`config.mk`:
```
export PLATFORM = sky130hd
export DESIGN_NAME = fsm_tx
export DESIGN_NICKNAME = d
export VERILOG_FILES = /design/src/rtl/uart_pkg.sv /design/src/rtl/tmr_vote.sv /design/src/rtl/fsm_tx.sv
export SDC_FILE = /design/constraint.sdc
export NUM_CORES = 1
export LEC_CHECK = 0
export CORE_MARGIN = 2
export CORE_UTILIZATION = 47
export DETAILED_ROUTE_END_ITERATION = 12
export GPL_TIMING_DRIVEN = 0
export MAX_ROUTING_LAYER = met4
export PLACE_DENSITY = 0.75
export SLEW_MARGIN = 0
export SYNTH_ARGS = -nofsm -noshare
export SYNTH_HDL_FRONTEND = slang
export SYNTH_SLANG_ARGS = --single-unit
```
`constraint.sdc`:
```
create_clock -name clk -period 1.55 [get_ports clk]
set_input_delay 0.465 -clock clk [delete_from_list [all_inputs] [get_ports clk]]
set_output_delay 0.465 -clock clk [all_outputs]
set_load 0.05 [all_outputs]
```
`src/rtl/uart_pkg.sv`:
```
// rtl/uart_pkg.sv - shared UART state encodings and enable constants
package uart_pkg;

  localparam int STATE_W = 5;

  localparam logic ENABLE  = 1'b1;
  localparam logic DISABLE = 1'b0;

  typedef enum logic [STATE_W-1:0] {
    INTERVAL  = 5'b00001,
    STARTBIT  = 5'b00010,
    DATABITS  = 5'b00100,
    PARITYBIT = 5'b01000,
    STOPBIT   = 5'b10000
  } state_e;

endpackage

```
`src/rtl/tmr_vote.sv`:
```
// rtl/tmr_vote.sv - bitwise 2-of-3 majority voter
module tmr_vote #(
  parameter int W = 1
) (
  input  logic [W-1:0] a,
  input  logic [W-1:0] b,
  input  logic [W-1:0] c,
  output logic [W-1:0] y
);

  assign y = (a & b) | (a & c) | (b & c);

endmodule

```
`src/rtl/fsm_tx.sv`:
```
// rtl/fsm_tx.sv - UART transmit controller with one-entry holding register
// and triplicated, majority-voted state and bit counter
module fsm_tx
  import uart_pkg::*;
#(
  parameter int DATA_BITS = 8,
  parameter bit TMR_EN    = 1'b1
) (
  input  logic                 clk,
  input  logic                 rst,
  input  logic                 p_Enable_i,
  input  logic                 BaudSig_i,
  input  logic                 p_ParityEnable_i,
  input  logic                 p_ParityOdd_i,
  input  logic                 p_TwoStop_i,
  input  logic [DATA_BITS-1:0] Data_i,
  input  logic                 DataValid_i,
  output logic                 DataReady_o,
  output logic                 Tx_o,
  output logic [STATE_W-1:0]   State_o,
  output logic [3:0]           BitCounter_o,
  output logic                 Busy_o,
  output logic                 ByteDone_o
);

  localparam logic [3:0] LAST_BIT = 4'(DATA_BITS - 1);

  logic [STATE_W-1:0]   st_a, st_b, st_c, st_vote;
  logic [3:0]           cnt_a, cnt_b, cnt_c, cnt_vote;
  state_e               st_v, st_d;
  logic [3:0]           cnt_d;
  logic [DATA_BITS-1:0] shift_q, shift_d, hold_data;
  logic                 hold_valid, capture, load;
  logic                 parity_q, parity_d;
  logic                 two_stop_q, two_stop_d;
  logic                 stop_cnt_q, stop_cnt_d;
  logic                 tx_q, tx_d;
  logic                 done_q, done_d;

  assign DataReady_o = !hold_valid && p_Enable_i;
  assign capture     = DataValid_i && DataReady_o;

  // capture needs an empty register and load needs a full one, so they never collide
  always_ff @(posedge clk or posedge rst) begin
    if (rst) begin
      hold_valid <= DISABLE;
      hold_data  <= '0;
    end else if (load) begin
      hold_valid <= DISABLE;
    end else if (capture) begin
      hold_valid <= ENABLE;
      hold_data  <= Data_i;
    end
  end

  always_ff @(posedge clk or posedge rst) begin
    if (rst) begin
      st_a       <= INTERVAL;
      cnt_a      <= '0;
      shift_q    <= '0;
      parity_q   <= 1'b0;
      two_stop_q <= 1'b0;
      stop_cnt_q <= 1'b0;
      tx_q       <= 1'b1;
      done_q     <= DISABLE;
    end else begin
      st_a       <= st_d;
      cnt_a      <= cnt_d;
      shift_q    <= shift_d;
      parity_q   <= parity_d;
      two_stop_q <= two_stop_d;
      stop_cnt_q <= stop_cnt_d;
      tx_q       <= tx_d;
      done_q     <= done_d;
    end
  end

  generate
    if (TMR_EN) begin : g_tmr
      // every copy is rewritten from the voted next state, scrubbing a single upset
      always_ff @(posedge clk or posedge rst) begin
        if (rst) begin
          st_b  <= INTERVAL;
          st_c  <= INTERVAL;
          cnt_b <= '0;
          cnt_c <= '0;
        end else begin
          st_b  <= st_d;
          st_c  <= st_d;
          cnt_b <= cnt_d;
          cnt_c <= cnt_d;
        end
      end

      tmr_vote #(.W(STATE_W)) u_vote_st (.a(st_a), .b(st_b), .c(st_c), .y(st_vote));
      tmr_vote #(.W(4)) u_vote_cnt (.a(cnt_a), .b(cnt_b), .c(cnt_c), .y(cnt_vote));
    end else begin : g_single
      assign st_b     = st_a;
      assign st_c     = st_a;
      assign cnt_b    = cnt_a;
      assign cnt_c    = cnt_a;
      assign st_vote  = st_a;
      assign cnt_vote = cnt_a;
    end
  endgenerate

  assign st_v = state_e'(st_vote);

  // tx_d is the bit that will be on the line in the state being entered
  always_comb begin
    st_d       = st_v;
    cnt_d      = cnt_vote;
    shift_d    = shift_q;
    parity_d   = parity_q;
    two_stop_d = two_stop_q;
    stop_cnt_d = stop_cnt_q;
    tx_d       = tx_q;
    done_d     = DISABLE;
    load       = 1'b0;

    case (st_v)
      INTERVAL: begin
        cnt_d = '0;
        tx_d  = 1'b1;
        if (BaudSig_i && hold_valid && p_Enable_i) load = 1'b1;
      end
      STARTBIT: begin
        if (BaudSig_i) begin
          st_d  = DATABITS;
          cnt_d = '0;
          tx_d  = shift_q[0];
        end
      end
      DATABITS: begin
        if (BaudSig_i) begin
          shift_d = shift_q >> 1;
          if (cnt_vote == LAST_BIT) begin
            cnt_d = '0;
            if (p_ParityEnable_i) begin
              st_d = PARITYBIT;
              tx_d = parity_q;
            end else begin
              st_d       = STOPBIT;
              tx_d       = 1'b1;
              stop_cnt_d = 1'b0;
            end
          end else begin
            cnt_d = cnt_vote + 4'd1;
            tx_d  = shift_q[1];
          end
        end
      end
      PARITYBIT: begin
        if (BaudSig_i) begin
          st_d       = STOPBIT;
          tx_d       = 1'b1;
          stop_cnt_d = 1'b0;
        end
      end
      STOPBIT: begin
        if (BaudSig_i) begin
          if (two_stop_q && !stop_cnt_q) begin
            stop_cnt_d = 1'b1;
          end else begin
            done_d = ENABLE;
            if (hold_valid && p_Enable_i) begin
              load = 1'b1;
            end else begin
              st_d = INTERVAL;
              tx_d = 1'b1;
            end
          end
        end
      end
      default: begin
        st_d  = INTERVAL;
        cnt_d = '0;
        tx_d  = 1'b1;
      end
    endcase

    // parity and stop mode are frozen here so the frame in flight ignores later input changes
    if (load) begin
      st_d       = STARTBIT;
      cnt_d      = '0;
      shift_d    = hold_data;
      parity_d   = (^hold_data) ^ p_ParityOdd_i;
      two_stop_d = p_TwoStop_i;
      stop_cnt_d = 1'b0;
      tx_d       = 1'b0;
    end
  end

  assign Tx_o         = tx_q;
  assign State_o      = st_vote;
  assign BitCounter_o = cnt_vote;
  assign Busy_o       = (st_vote != INTERVAL);
  assign ByteDone_o   = done_q;

endmodule

```
==> results of run 1 <==
==> Yosys cell counts, drive strengths merged (2+ instances only) <==
cell type  number  area share
dfrtp          29        0.44
mux2           12       0.082
nand2          12       0.027
nor2           10       0.024
a21o            7       0.032
inv             7       0.016
nand2b          7       0.027
xnor2           7       0.037
a21oi           6       0.018
o21ai           6       0.018
a22o            5       0.027
a22oi           5       0.023
buf             5       0.017
nor2b           5       0.019
nand3           3      0.0092
nand4           3       0.011
nor3            3      0.0092
and2            2      0.0076
and3            2      0.0076
dfstp           2       0.032
ha              2       0.015
xor2            2       0.011
==> where the power goes <==
| part | internal (mW) | total [mW] | switching, mW |
|---|---|---|---|
| registers | 1.07 | 1.26 | 0.197 |
| logic | 0.646 | 1.13 | 0.482 |
| clock network | 0.176 | 0.447 | 0.270 |
==> stage by stage <==
stage	instances	TNS, ns
after floorplan	159	-4.55
after global placement	233	-22.01
after detailed placement	233	-24.24
after CTS	253	-2.82
after global routing	259	-5.51
final	259	-3.51
==> layout make-up <==
cell class,count,share of cell area
Clock inverter,1,0.00218
Buffer,6,0.0245
Tap cell,46,0.0251
Sequential cell,31,0.344
Timing Repair Buffer,46,0.175
Inverter,7,0.0131
Multi-Input combinational cell,115,0.397
Clock buffer,7,0.0196
==> worst paths after layout <==
| path | from | end | slack [ns] | depth (start not counted) |
|---|---|---|---|---|
| hold reg to reg | shift_q[5] | shift_q[5] | 0.48 | 1 |
| max in group asynchronous | rst | cnt_c[1] | 0.56 | 2 |
| hold / removal | shift_q[5] | shift_q[5] | 0.48 | 1 |
| setup reg to reg | st_c[2] | Tx_o | -0.30 | 6 |
| setup / recovery | st_c[2] | Tx_o | -0.30 | 6 |
| min in group asynchronous | rst | st_c[4] | 0.57 | 2 |
==> cells by family (layout without fill, tap and decap cells) <==
kind of cell,after synthesis,after routing,share of synthesized area
adders and majority gates,2,2,0.0153
muxes,13,13,0.0886
AOI/OAI and AO/OA,38,38,0.166
buffers and inverters,13,67,0.0351
xor gates and xnor gates,9,9,0.0481
DFF,31,31,0.475
and+or+nand+nor,53,53,0.173
==> layer usage <==
| metal | global-route usage | part of all wire |
|---|---|---|
| met4 | 0.0694 | 0.017 |
| met2 | 0.382 | 0.52 |
| met3 | 0.0589 | 0.055 |
| met1 | 0.226 | 0.40 |
| met5 | - | 0 |
==> registers in the layout, indices dropped and copies added, names as in the netlist <==
register	cells
ByteDone_o	1
Tx_o	1
cnt_c	4
hold_data	8
hold_valid	1
parity_q	1
shift_q	8
st_c	5
stop_cnt_q	1
two_stop_q	1
==> critical path, delay by kind of cell (launching register included) <==
kind	cells	cell delay (ns)
AOI/OAI and AO/OA	4	0.85
buffers and inverters	1	0.16
DFF	1	0.45
muxes	1	0.32
==> what timing repair did <==
action,4_1_cts,5_1_grt
setup buffers,11,6
endpoints found under the setup margin,37,26
pin swaps,1,6
resized for setup,79,16
gates cloned,1,0
==> metrics, run 1 <==
flops & latches, synth 31; Syn. warnings 0; I/O pin count 29; die area 3980 um2; total power 2.84 mW; worst hold margin 0.484 ns; most used flip-flop cell after synthesis dfrtp_1; Slew Limit Fails 0; WS Path Type reg2reg; fin area 2300 um2; first-pass GRT wire length 6460 um; outcome complete, but fails checks; area added between synthesis and finish 40.2%; area of the multi-input gates 911 um2; DRT iter0 DRCs 109; die height 63.1 um; syn_nets 177; kind of end point of the critical path flip-flop; library cells used by synthesis 41; fmax roughly 0.54 GHz; vias 1,437; gr usage total 0.213; Port Buf Inserts 28; vias per inst 5.55; Critical Path Start Type flip-flop; failing checks negative setup slack; sequential element share of the synthesized area 0.475; mapped cell area approximately 1600 um2; Worst-Skew Late Latency 0.33 ns; CTS Sinks 31; Final HPWL DP 2550 um; drt first pass iters 4; setup violators final 21; drt total wl 3820 um; DP Area 2050 um2; crit-path cells buf_4, o21ai_0, o311ai_1, a21oi_1, a32oi_1, mux2_4; Static Leak 1.05 nW; CTS Hold Bufs 0; initial core utilization 0.491; Core Area 3340 um2; FILL cells 282; crit path time final 1.85 ns; largest buffer count on any clock path 2; vias in the first global route around 1,500; Final Hold Fails 0; ys async rst share 1.00; Data arrival, critical path 2.11 ns; CP max FO 4; most common cell after layout, fill and taps aside dfrtp_1; Num CTS Buffers 5; nets@finish 230; Mapped Avg Cell Area 10.3 um2; Antenna diodes 0; slowest stage cell, crit path dfrtp_2; gpl congestion between 0.9 and 1; final worst slack -0.296 ns; drc violations 0; worst min path class reg2reg; CTS tree yes; initial antenna violation count 0; post-route ant nets 0; share of layout cells above drive strength 1 0.366; CTS root buf clkbuf_4; # rows 21; synthesized instance count 159; maxcap violations 0; Crit path largest cell delay between 0.4 and 0.5 ns; Pwr per Cell Area 1240 nW/um2; sequential cell area 790 um2; Post-Place Worst Slack -0.847 ns; Worst Path Required 1.82 ns; final worst-path cycle share 1.19; Worst-path clk slew 0.09 ns; Core Util, Final 0.688; most frequent cells in the layout dfrtp_1 (23), buf_4 (16), clkdlybuf4s50_1 (14); maximum VDD drop a little over 0.0008 V; Rel. slew slack 0.553; RSZ-0062 raised after global routing yes; largest net degree at the start of global routing 32; Routed WL per cell 14.8 um; worst clock skew approximately 0.005 ns; Post-synth EDFFs 0; Die Width 63.1 um; Slew @ Worst Pin 0.670 ns; GR Overflow Total 0; CTS HTree Levels 2
Note: power is estimated with default switching activity, not from simulation.
==> run 2, diff against run 1 <==
CORE_MARGIN = 3   (was 2)
SKIP_LAST_GASP = 1   (was unset)
==> run 2 against run 1 <==
Against the previous run:
- sequential cell count stayed put
- setup slack better by 0.083 ns
- non-clock buffer count is 2 higher
- combinational power is 4% higher
- the flow still finishes with violations (negative setup slack)
- hold slack worse by 0.014 ns
- clock power is 0.9% lower
- cell count stayed put
- first-iteration DRC count is 30% lower
- sequential power hardly changed
==> metrics, run 2 (synthesis results as in run 1) <==
die area 4230 um2; Hold Crit Start p_Enable_i; drt first pass iters 4; final worst slack -0.213 ns; initial core utilization 0.516; vias in the first global route 1,482; die height 65.1 um; wire length on met3 176 um; Worst-path clk slew 0.10 ns; RSZ-0062 raised after global routing yes; gr usage total 0.218; # rows 20; area of the multi-input gates 912 um2; Final HPWL DP 2580 um; Clock Power Share 0.153; Sw Share 0.336; Die Width 65.1 um; largest buffer count on any clock path 2; I/O pin count 29; FF-to-FF path depth 5; Data arrival, critical path 1.97 ns; gpl congestion 0.867; vias per inst between 5 and 6; Sw Pwr 972 uW; Slew Limit Fails 0; drc violations 0; DRT met1 WL 1610 um; most frequent cells in the layout dfrtp_1 (23), buf_4 (15), clkdlybuf4s50_1 (14); CTS Sinks 31; crit path time final 1.76 ns; Core Util, Final 0.741; largest net degree at the start of global routing 32; TNS Setup -2.70 ns; CTS HTree Levels 2; Reg power frac 0.441; initial antenna violation count 0; CTS tree yes; fmax 0.567 GHz; final worst-path cycle share 1.14; drt total wl 3980 um; CTS Hold Bufs 0; internal power 1.92 mW; Static Leak 1.07 nW; Num CTS Buffers 5; Rel. slew slack 0.566; Critical Path Start Type flip-flop; WS Path Type reg2reg; CP max FO 5; Logic pwr share 0.405; top flop regs hold_data: 8 flops, shift_q: 8 flops, st_c: 5 flops; vias roughly 1,400; outcome complete, but fails checks; worst hold margin roughly 0.47 ns; fin area ~2400 um2; Routed WL per cell 15.4 um; FF-to-FF End parity_q; kind of end point of the critical path flip-flop; failing checks negative setup slack; reg2reg start st_c[0]; DP Area between 2000 and 2500 um2; met2 routed WL 2090 um; worst min path class in2reg; Final Hold Fails 0; area added between synthesis and finish 43.7%; most common cell after layout, fill and taps aside dfrtp_1; Port Buf Inserts 28; FILL cells 217; hold path depth 3; maxcap violations 0; Reg2Reg Setup Slack -0.21 ns; setup violators final 19; maximum VDD drop ~0.00088 V; Pwr per Cell Area 1230 nW/um2; Antenna diodes 0; Worst Path Required 1.76 ns; Worst-Skew Late Latency between 0.3 and 0.4 ns; Worst Hold End hold_valid; sequential cell area 790 um2; CTS root buf clkbuf_4; GR Overflow Total 0; first-pass GRT wire length a little under 7000 um; Top Metal Used met4; Core Area ~3200 um2; worst clock skew 0.0181 ns; Slew @ Worst Pin 0.649 ns; nets@finish 232; post-route ant nets 0; share of layout cells above drive strength 1 0.386; DRT iter0 DRCs 76
[run 2: cell types whose count changed in the layout (fill, tap and decap cells not counted), sizes merged]
cell	change
clkbuf	-2
clkinv	-1
dlygate4sd2	-1
buf	+5
dlymetal6s2s	+1
[run 2: how the worst max path moves through the flow]
stage,startpoint,cells past startpoint,slack (ns),end
3_5_place_dp,p_Enable_i,3,-0.84,DataReady_o
2_1_floorplan,st_c[1],6,-0.34,parity_q
6_report,st_c[0],5,-0.21,parity_q
4_1_cts,p_Enable_i,3,-0.23,DataReady_o
5_1_grt,st_c[0],5,-0.26,parity_q
3_3_place_gp,p_Enable_i,3,-0.83,DataReady_o
[run 2: layout make-up]
| class | count | share of cell area |
|---|---|---|
| plain buffers | 6 | 0.0276 |
| clock buffers | 8 | 0.0207 |
| inverters | 7 | 0.0128 |
| multi-input cells | 115 | 0.387 |
| flip-flops and latches | 31 | 0.335 |
| well taps | 44 | 0.0234 |
| repair buffers | 48 | 0.193 |
[run 2: layer usage]
layer	vias to the layer above	global-route usage
met5	-	-
met4	0	0.0725
met3	13	0.0607
met2	41	0.396
met1	670	0.228
li1	680	-
[run 2: power by group through the flow]
stage / sequential, mW / combinational [mW] / clock, mW
after detailed placement: 1.28 / 1.01 / 0
after CTS: 1.27 / 1.13 / 0.455
after floorplan: 1.27 / 0.782 / 0
final: 1.27 / 1.17 / 0.443
after global routing: 1.31 / 1.27 / 0.506
after global placement: 1.27 / 0.981 / 0
[run 2: per-stage QoR]
step / std cells / total power [mW] / setup slack, ns
2_1_floorplan: 159 / 2.05 / -0.342
3_3_place_gp: 231 / 2.25 / -0.827
3_5_place_dp: 231 / 2.29 / -0.843
4_1_cts: 254 / 2.86 / -0.234
5_1_grt: 259 / 3.09 / -0.264
6_report: 259 / 2.89 / -0.213
[run 2: critical path, cell delays in order (launching register included)]
cell and delay (ns):
dfstp_4 0.67, nand3_4 0.11, a211oi_4 0.30, buf_6 0.16, buf_12 0.10, mux2_4 0.29
[run 2: what timing repair did]
action | CTS | global route
endpoints found under the setup margin | 38 | 26
setup buffers | 14 | 5
cloned | 1 | 0
pin swaps | 8 | 11
gates resized for setup | 95 | 18
